### config.mk
export PLATFORM = sky130hd
export DESIGN_NAME = uart_tx_fifo_top_flat
export DESIGN_NICKNAME = d
export VERILOG_FILES = /design/src/rtl/uart_pkg.sv /design/src/rtl/uart_tx_fifo_if.sv /design/src/rtl/uart_byte_fifo.sv /design/src/rtl/uart_tx_fifo_top.sv /design/src/flat_wrapper.sv
export SDC_FILE = /design/constraint.sdc
export NUM_CORES = 1
export LEC_CHECK = 0
export ABC_AREA = 0
export CORE_MARGIN = 8
export CORE_UTILIZATION = 57
export CTS_BUF_LIST = sky130_fd_sc_hd__clkbuf_8
export CTS_CLUSTER_SIZE = 20
export DETAILED_ROUTE_END_ITERATION = 10
export PLACE_DENSITY_LB_ADDON = 0.15
export SYNTH_ARGS = -nofsm -noshare
export SYNTH_HDL_FRONTEND = slang
export SYNTH_SLANG_ARGS = --single-unit
### constraint.sdc
create_clock -name clk_50mhz -period 2.8 [get_ports clk_50mhz]
set_clock_uncertainty 0.1 [all_clocks]
set_input_delay 0.56 -clock clk_50mhz [delete_from_list [all_inputs] [get_ports clk_50mhz]]
set_output_delay 0.56 -clock clk_50mhz [all_outputs]
set_load 0.02 [all_outputs]
### src/rtl/uart_pkg.sv
// Shared UART definitions: frame shape, FSM state encoding and baud divider helper.
// Used by both the transmitter and the receiver.
package uart_pkg;

  localparam int DATA_BITS = 8;
  localparam int STOP_BITS = 1;

  typedef enum logic [1:0] {
    ST_IDLE  = 2'd0,
    ST_START = 2'd1,
    ST_DATA  = 2'd2,
    ST_STOP  = 2'd3
  } uart_state_t;

  // Truncating divide; every bit period of the frame uses this many clocks.
  function automatic int clks_per_bit(input int clk_freq, input int baud_rate);
    return clk_freq / baud_rate;
  endfunction

endpackage

### src/rtl/uart_tx_fifo_if.sv
// Byte-wide valid/ready write port feeding the UART transmit FIFO.
interface uart_tx_fifo_if;

  logic [7:0] tx_data;
  logic       tx_valid;
  logic       tx_ready;

  modport master (
    output tx_data,
    output tx_valid,
    input  tx_ready
  );

  modport slave (
    input  tx_data,
    input  tx_valid,
    output tx_ready
  );

endinterface

### src/rtl/uart_byte_fifo.sv
// Byte FIFO with first-word fall-through read; depth must be a power of two >= 2.
module uart_byte_fifo #(
  parameter int DEPTH = 8
) (
  input  logic                       clk_50mhz,
  input  logic                       reset,
  input  logic                       push,
  input  logic [7:0]                 din,
  input  logic                       pop,
  output logic [7:0]                 dout,
  output logic                       full,
  output logic                       empty,
  output logic [$clog2(DEPTH+1)-1:0] count
);

  localparam int PTR_W = $clog2(DEPTH);
  localparam int CNT_W = $clog2(DEPTH + 1);

  logic [7:0]       mem [DEPTH];
  logic [PTR_W-1:0] wr_ptr;
  logic [PTR_W-1:0] rd_ptr;

  assign full  = (count == CNT_W'(DEPTH));
  assign empty = (count == '0);
  assign dout  = mem[rd_ptr];

  // Storage carries no reset; the pointers alone define what is valid.
  always_ff @(posedge clk_50mhz) begin
    if (push) begin
      mem[wr_ptr] <= din;
    end
  end

  // Pointers wrap naturally because DEPTH is a power of two.
  always_ff @(posedge clk_50mhz or posedge reset) begin
    if (reset) begin
      wr_ptr <= '0;
      rd_ptr <= '0;
      count  <= '0;
    end else begin
      if (push) begin
        wr_ptr <= wr_ptr + 1'b1;
      end
      if (pop) begin
        rd_ptr <= rd_ptr + 1'b1;
      end
      case ({push, pop})
        2'b10:   count <= count + 1'b1;
        2'b01:   count <= count - 1'b1;
        default: count <= count;
      endcase
    end
  end

endmodule

### src/rtl/uart_tx_fifo_top.sv
// Buffered 8N1 UART transmitter: write port fills a byte FIFO, a bit-period FSM
// drains it one frame at a time onto a registered, idle-high tx line.
module uart_tx_fifo_top
  import uart_pkg::*;
#(
  parameter int CLK_FREQ   = 50000000,
  parameter int BAUD_RATE  = 115200,
  parameter int FIFO_DEPTH = 8
) (
  input  logic                            clk_50mhz,
  input  logic                            reset,
  uart_tx_fifo_if.slave                   wr,
  output logic                            tx,
  output logic                            busy,
  output logic [$clog2(FIFO_DEPTH+1)-1:0] fifo_count
);

  localparam int CPB   = clks_per_bit(CLK_FREQ, BAUD_RATE);
  localparam int CNT_W = (CPB > 1) ? $clog2(CPB) : 1;

  uart_state_t      state;
  uart_state_t      state_nx;
  logic [CNT_W-1:0] cnt;
  logic [CNT_W-1:0] cnt_nx;
  logic [2:0]       idx;
  logic [2:0]       idx_nx;
  logic [7:0]       shift;
  logic [7:0]       shift_nx;
  logic             tx_nx;
  logic             bit_end;

  logic             push;
  logic             pop;
  logic [7:0]       fifo_dout;
  logic             fifo_full;
  logic             fifo_empty;

  assign wr.tx_ready = !fifo_full;
  assign push        = wr.tx_valid && !fifo_full;

  uart_byte_fifo #(
    .DEPTH (FIFO_DEPTH)
  ) u_fifo (
    .clk_50mhz (clk_50mhz),
    .reset     (reset),
    .push      (push),
    .din       (wr.tx_data),
    .pop       (pop),
    .dout      (fifo_dout),
    .full      (fifo_full),
    .empty     (fifo_empty),
    .count     (fifo_count)
  );

  assign bit_end = (cnt == CNT_W'(CPB - 1));

  always_comb begin
    state_nx = state;
    cnt_nx   = cnt;
    idx_nx   = idx;
    shift_nx = shift;
    pop      = 1'b0;
    case (state)
      ST_IDLE: begin
        if (!fifo_empty) begin
          pop      = 1'b1;
          shift_nx = fifo_dout;
          cnt_nx   = '0;
          state_nx = ST_START;
        end
      end
      ST_START: begin
        if (bit_end) begin
          cnt_nx   = '0;
          idx_nx   = '0;
          state_nx = ST_DATA;
        end else begin
          cnt_nx = cnt + 1'b1;
        end
      end
      ST_DATA: begin
        if (bit_end) begin
          cnt_nx   = '0;
          shift_nx = {1'b0, shift[7:1]};
          idx_nx   = idx + 3'd1;
          if (idx == 3'(DATA_BITS - 1)) begin
            state_nx = ST_STOP;
          end
        end else begin
          cnt_nx = cnt + 1'b1;
        end
      end
      ST_STOP: begin
        if (bit_end) begin
          cnt_nx = '0;
          // Chain straight into the next start bit when more data is queued.
          if (!fifo_empty) begin
            pop      = 1'b1;
            shift_nx = fifo_dout;
            state_nx = ST_START;
          end else begin
            state_nx = ST_IDLE;
          end
        end else begin
          cnt_nx = cnt + 1'b1;
        end
      end
      default: begin
        state_nx = ST_IDLE;
        cnt_nx   = '0;
      end
    endcase
  end

  // Line level is derived from the next state so tx is a clean flop output.
  always_comb begin
    tx_nx = 1'b1;
    case (state_nx)
      ST_START: tx_nx = 1'b0;
      ST_DATA:  tx_nx = shift_nx[0];
      default:  tx_nx = 1'b1;
    endcase
  end

  always_ff @(posedge clk_50mhz or posedge reset) begin
    if (reset) begin
      state <= ST_IDLE;
      cnt   <= '0;
      idx   <= '0;
      tx    <= 1'b1;
      busy  <= 1'b0;
    end else begin
      state <= state_nx;
      cnt   <= cnt_nx;
      idx   <= idx_nx;
      tx    <= tx_nx;
      busy  <= (state_nx != ST_IDLE);
    end
  end

  always_ff @(posedge clk_50mhz) begin
    shift <= shift_nx;
  end

endmodule

### src/flat_wrapper.sv
// flat-port wrapper written by rule: the top's interface ports become plain ports
module uart_tx_fifo_top_flat import uart_pkg::*;
#(
  parameter int CLK_FREQ   = 50000000,
  parameter int BAUD_RATE  = 115200,
  parameter int FIFO_DEPTH = 8
)
  (clk_50mhz, reset, tx, busy, fifo_count, wr_tx_data, wr_tx_valid, wr_tx_ready);
  uart_tx_fifo_if wr_i ();
  input  logic clk_50mhz;
  input  logic reset;
  output logic tx;
  output logic busy;
  output logic [$clog2(FIFO_DEPTH+1)-1:0] fifo_count;
  input wire logic [$bits(wr_i.tx_data)-1:0] wr_tx_data;
  input wire logic [$bits(wr_i.tx_valid)-1:0] wr_tx_valid;
  output wire logic [$bits(wr_i.tx_ready)-1:0] wr_tx_ready;
  assign wr_i.tx_data = wr_tx_data;
  assign wr_i.tx_valid = wr_tx_valid;
  assign wr_tx_ready = wr_i.tx_ready;
  uart_tx_fifo_top #(.CLK_FREQ(CLK_FREQ), .BAUD_RATE(BAUD_RATE), .FIFO_DEPTH(FIFO_DEPTH)) u_core (.clk_50mhz(clk_50mhz), .reset(reset), .wr(wr_i), .tx(tx), .busy(busy), .fifo_count(fifo_count));
endmodule
==> metrics.txt <==
outcome=finished, final reports clean; std cell rows=32; Lkg Pwr=1.770 nW; most frequent cell after synthesis=edfxtp_1; Hold Buf Count CTS=0; PostCTS Resize Cnt=0; initial antenna violation count=0; CP top delay family=adder cells; GRT Total Usage=16.29%; Max-Cap Viols=0; clk_lat worst skew=0.36 ns; Final Util=65.00%; cts bufs inserted=9; post-DR wirelength/cell=18.34 µm; critical path data required time=2.95 ns; max_slew headroom=33.34%; CTS tree=done; sequential area share after synthesis=64.34%; #FFs+latches synth=98; Final Max Slew Viols=0; largest net degree at the start of global routing=20; worst path cell trace=ha_1, and4b_1, a31oi_2, nor3_2, ha_1, ha_1, a21o_1, a21oi_1, xnor2_1, nor2_1, xor2_1; vias in the first global route=2502; io pins=18; largest fanout on the critical path=5; post-route ant nets=0; unrepaired setup endpoints after global routing=false; CP max-delay cell=dfrtp_1; drt first pass iters=4; EDFF count, synth=71; Comb pwr share=17.5%; Setup TNS=0 ns; DR iter-0 viols=116; die width=103.4 µm; synth cell count leaders=edfxtp_1, dfrtp_1, o21ai_0; HPWL after DPL=5.272 mm; Core Box Area=0.007567 mm²; total wire length=7.796 mm; NetSw=997.3 µW; sw frac=29.57%; final net count=344; PortBufs=17; total grt overflow=0; HP Class=flip-flop to flip-flop; placed insts=409; minimum clock period after layout=2.627 ns; area fraction of the dominant cell type after synthesis=48.92%; VDD IR-drop max=0.0004438 V; maximum clock rate=380.7 MHz; Mapped Area=0.004358 mm²; Clock power frac=26.4%; H-Tree Depth=3; post-synth top area cell=edfxtp_1; fin cells=425; vias per inst=5.727; # setup viols final=0; Post-synth ARST share=26.53%; clk sink count=98; Final Power=3.373 mW; share of cells above drive strength 1=19.20%; Buf+Inv Stages, Crit Path=0; YS warnings=0; CTS Buffer Depth=2; WS Path Type=flip-flop to flip-flop; internal power=2.376 mW; gpl congestion=0.7553; cell mode on critical path=ha_1; # diodes=0; Syn-to-layout area delta=12.86%; CP Launch Type=flip-flop; Reg area=0.002804 mm²; multi-input logic area=0.001484 mm²; starting density of the core=57.59%; Post-Syn Instances=287; Worst-Margin Slew=0.9894 ns; vias post-DR=2434; die height=103.4 µm; Root Driver=clkbuf_8; Flop pwr share=56.1%; Final period util=93.81%; global-route wire length before repair=12.88 mm; Crit. End Element=flip-flop; WP data arrival=2.78 ns; reg2reg setup slack=0.17 ns; Syn Area/Cell=15.18 µm²; DIE AREA=0.01070 mm²; PwrDens=685.8 mW/mm²; Final Hold Vio Count=0; Worst path max stage delay=0.43 ns; Residual DRC=0; Top FF cell, synth=edfxtp_1; post-synthesis cell type count=52; top post-synthesis cells by area=edfxtp_1, dfrtp_1, mux4_2; clk slew on worst S/H paths=0.10 ns; Post-CTS Setup Inserts=0; FILL cells=544; synthesized net count=313
## worst paths after layout
kind / startpoint / to / cells after the start
worst max-delay path: u_core.cnt[0]$_DFFE_PP0P_ / u_core.u_fifo.count[3]$_DFFE_PP0P_ / 11
worst min-delay path: u_core.idx[0]$_DFFE_PP0P_ / u_core.idx[0]$_DFFE_PP0P_ / 1
worst max register to register: u_core.cnt[0]$_DFFE_PP0P_ / u_core.u_fifo.count[3]$_DFFE_PP0P_ / 11
worst min register to register: u_core.idx[0]$_DFFE_PP0P_ / u_core.idx[0]$_DFFE_PP0P_ / 1
max in group asynchronous: reset / u_core.tx$_DFF_PP1_ / 3
min in group asynchronous: reset / u_core.u_fifo.count[0]$_DFFE_PP0P_ / 2
## final cells by class
| class | instances | share of cell area (%) |
|---|---|---|
| flip-flops and latches | 98 | 57.01 |
| inverters | 8 | 0.6105 |
| repair buffers | 32 | 5.749 |
| clock buffers | 9 | 2.518 |
| clock inverters | 7 | 1.348 |
| multi-input cells | 169 | 30.17 |
| well taps | 102 | 2.595 |
## stage by stage
stage	area, µm²	setup WS (ns)	hold slack [ns]
floorplan	4358	0.1980	0.3575
global placement	4728	0.2658	0.3786
detailed placement	4728	0.1843	0.3918
CTS	4918	0.1790	0.4078
global route	4918	0.03534	0.4318
finish	4918	0.1733	0.4069
## power groups by stage
stage	logic, mW	registers [mW]	clock network, mW
2_1_floorplan	0.346	1.90	0
3_3_place_gp	0.585	1.92	0
3_5_place_dp	0.604	1.92	0
4_1_cts	0.603	1.89	0.913
5_1_grt	0.651	1.91	0.958
6_report	0.592	1.89	0.890
## cell families after synthesis
group | synth area share, %
AO/OA/AOI/OAI | 6.776
flip-flops | 64.34
multiplexers | 11.40
XOR/XNOR | 1.809
adder cells (fa/ha/maj) | 4.479
buffers and inverters | 2.039
AND/OR/NAND/NOR | 9.158
## state kept, by name, indices dropped and copies added (netlist names)
| register | flops |
|---|---|
| u_core.busy | 1 |
| u_core.u_fifo.wr_ptr | 3 |
| u_core.u_fifo.count | 4 |
| u_core.cnt | 9 |
| u_core.state | 2 |
| u_core.idx | 3 |
| u_core.u_fifo.mem | 64 |
| u_core.u_fifo.rd_ptr | 3 |
| u_core.tx | 1 |
| u_core.shift | 8 |
## placed cells by master (no fill, tap or decap), types with 3 or more instances in the layout
cell | netlist | layout
a21oi_1 | 9 | 9
nor2_1 | 12 | 12
xnor2_1 | 5 | 5
mux4_1 | 3 | 3
nand2b_1 | 7 | 7
mux2i_1 | 8 | 8
dfrtp_1 | 25 | 25
ha_1 | 14 | 14
xor2_1 | 4 | 4
nor3_1 | 3 | 3
mux4_2 | 13 | 13
and3_1 | 5 | 5
edfxtp_1 | 71 | 71
clkbuf_8 | 0 | 9
inv_1 | 8 | 8
clkdlybuf4s50_1 | 0 | 17
inv_8 | 0 | 3
nand3_1 | 5 | 5
mux2_2 | 4 | 4
o21ai_0 | 22 | 22
nand2_1 | 19 | 19
buf_4 | 1 | 15
## routing by layer
metal	wire length, µm	GRT usage (%)	vias up
met5	0	0	-
li1	-	-	1159
met4	159	7.230	0
met2	3979	27.12	34
met3	201	3.012	12
met1	3456	20.29	1229
Power figures use the tool's default switching activity.
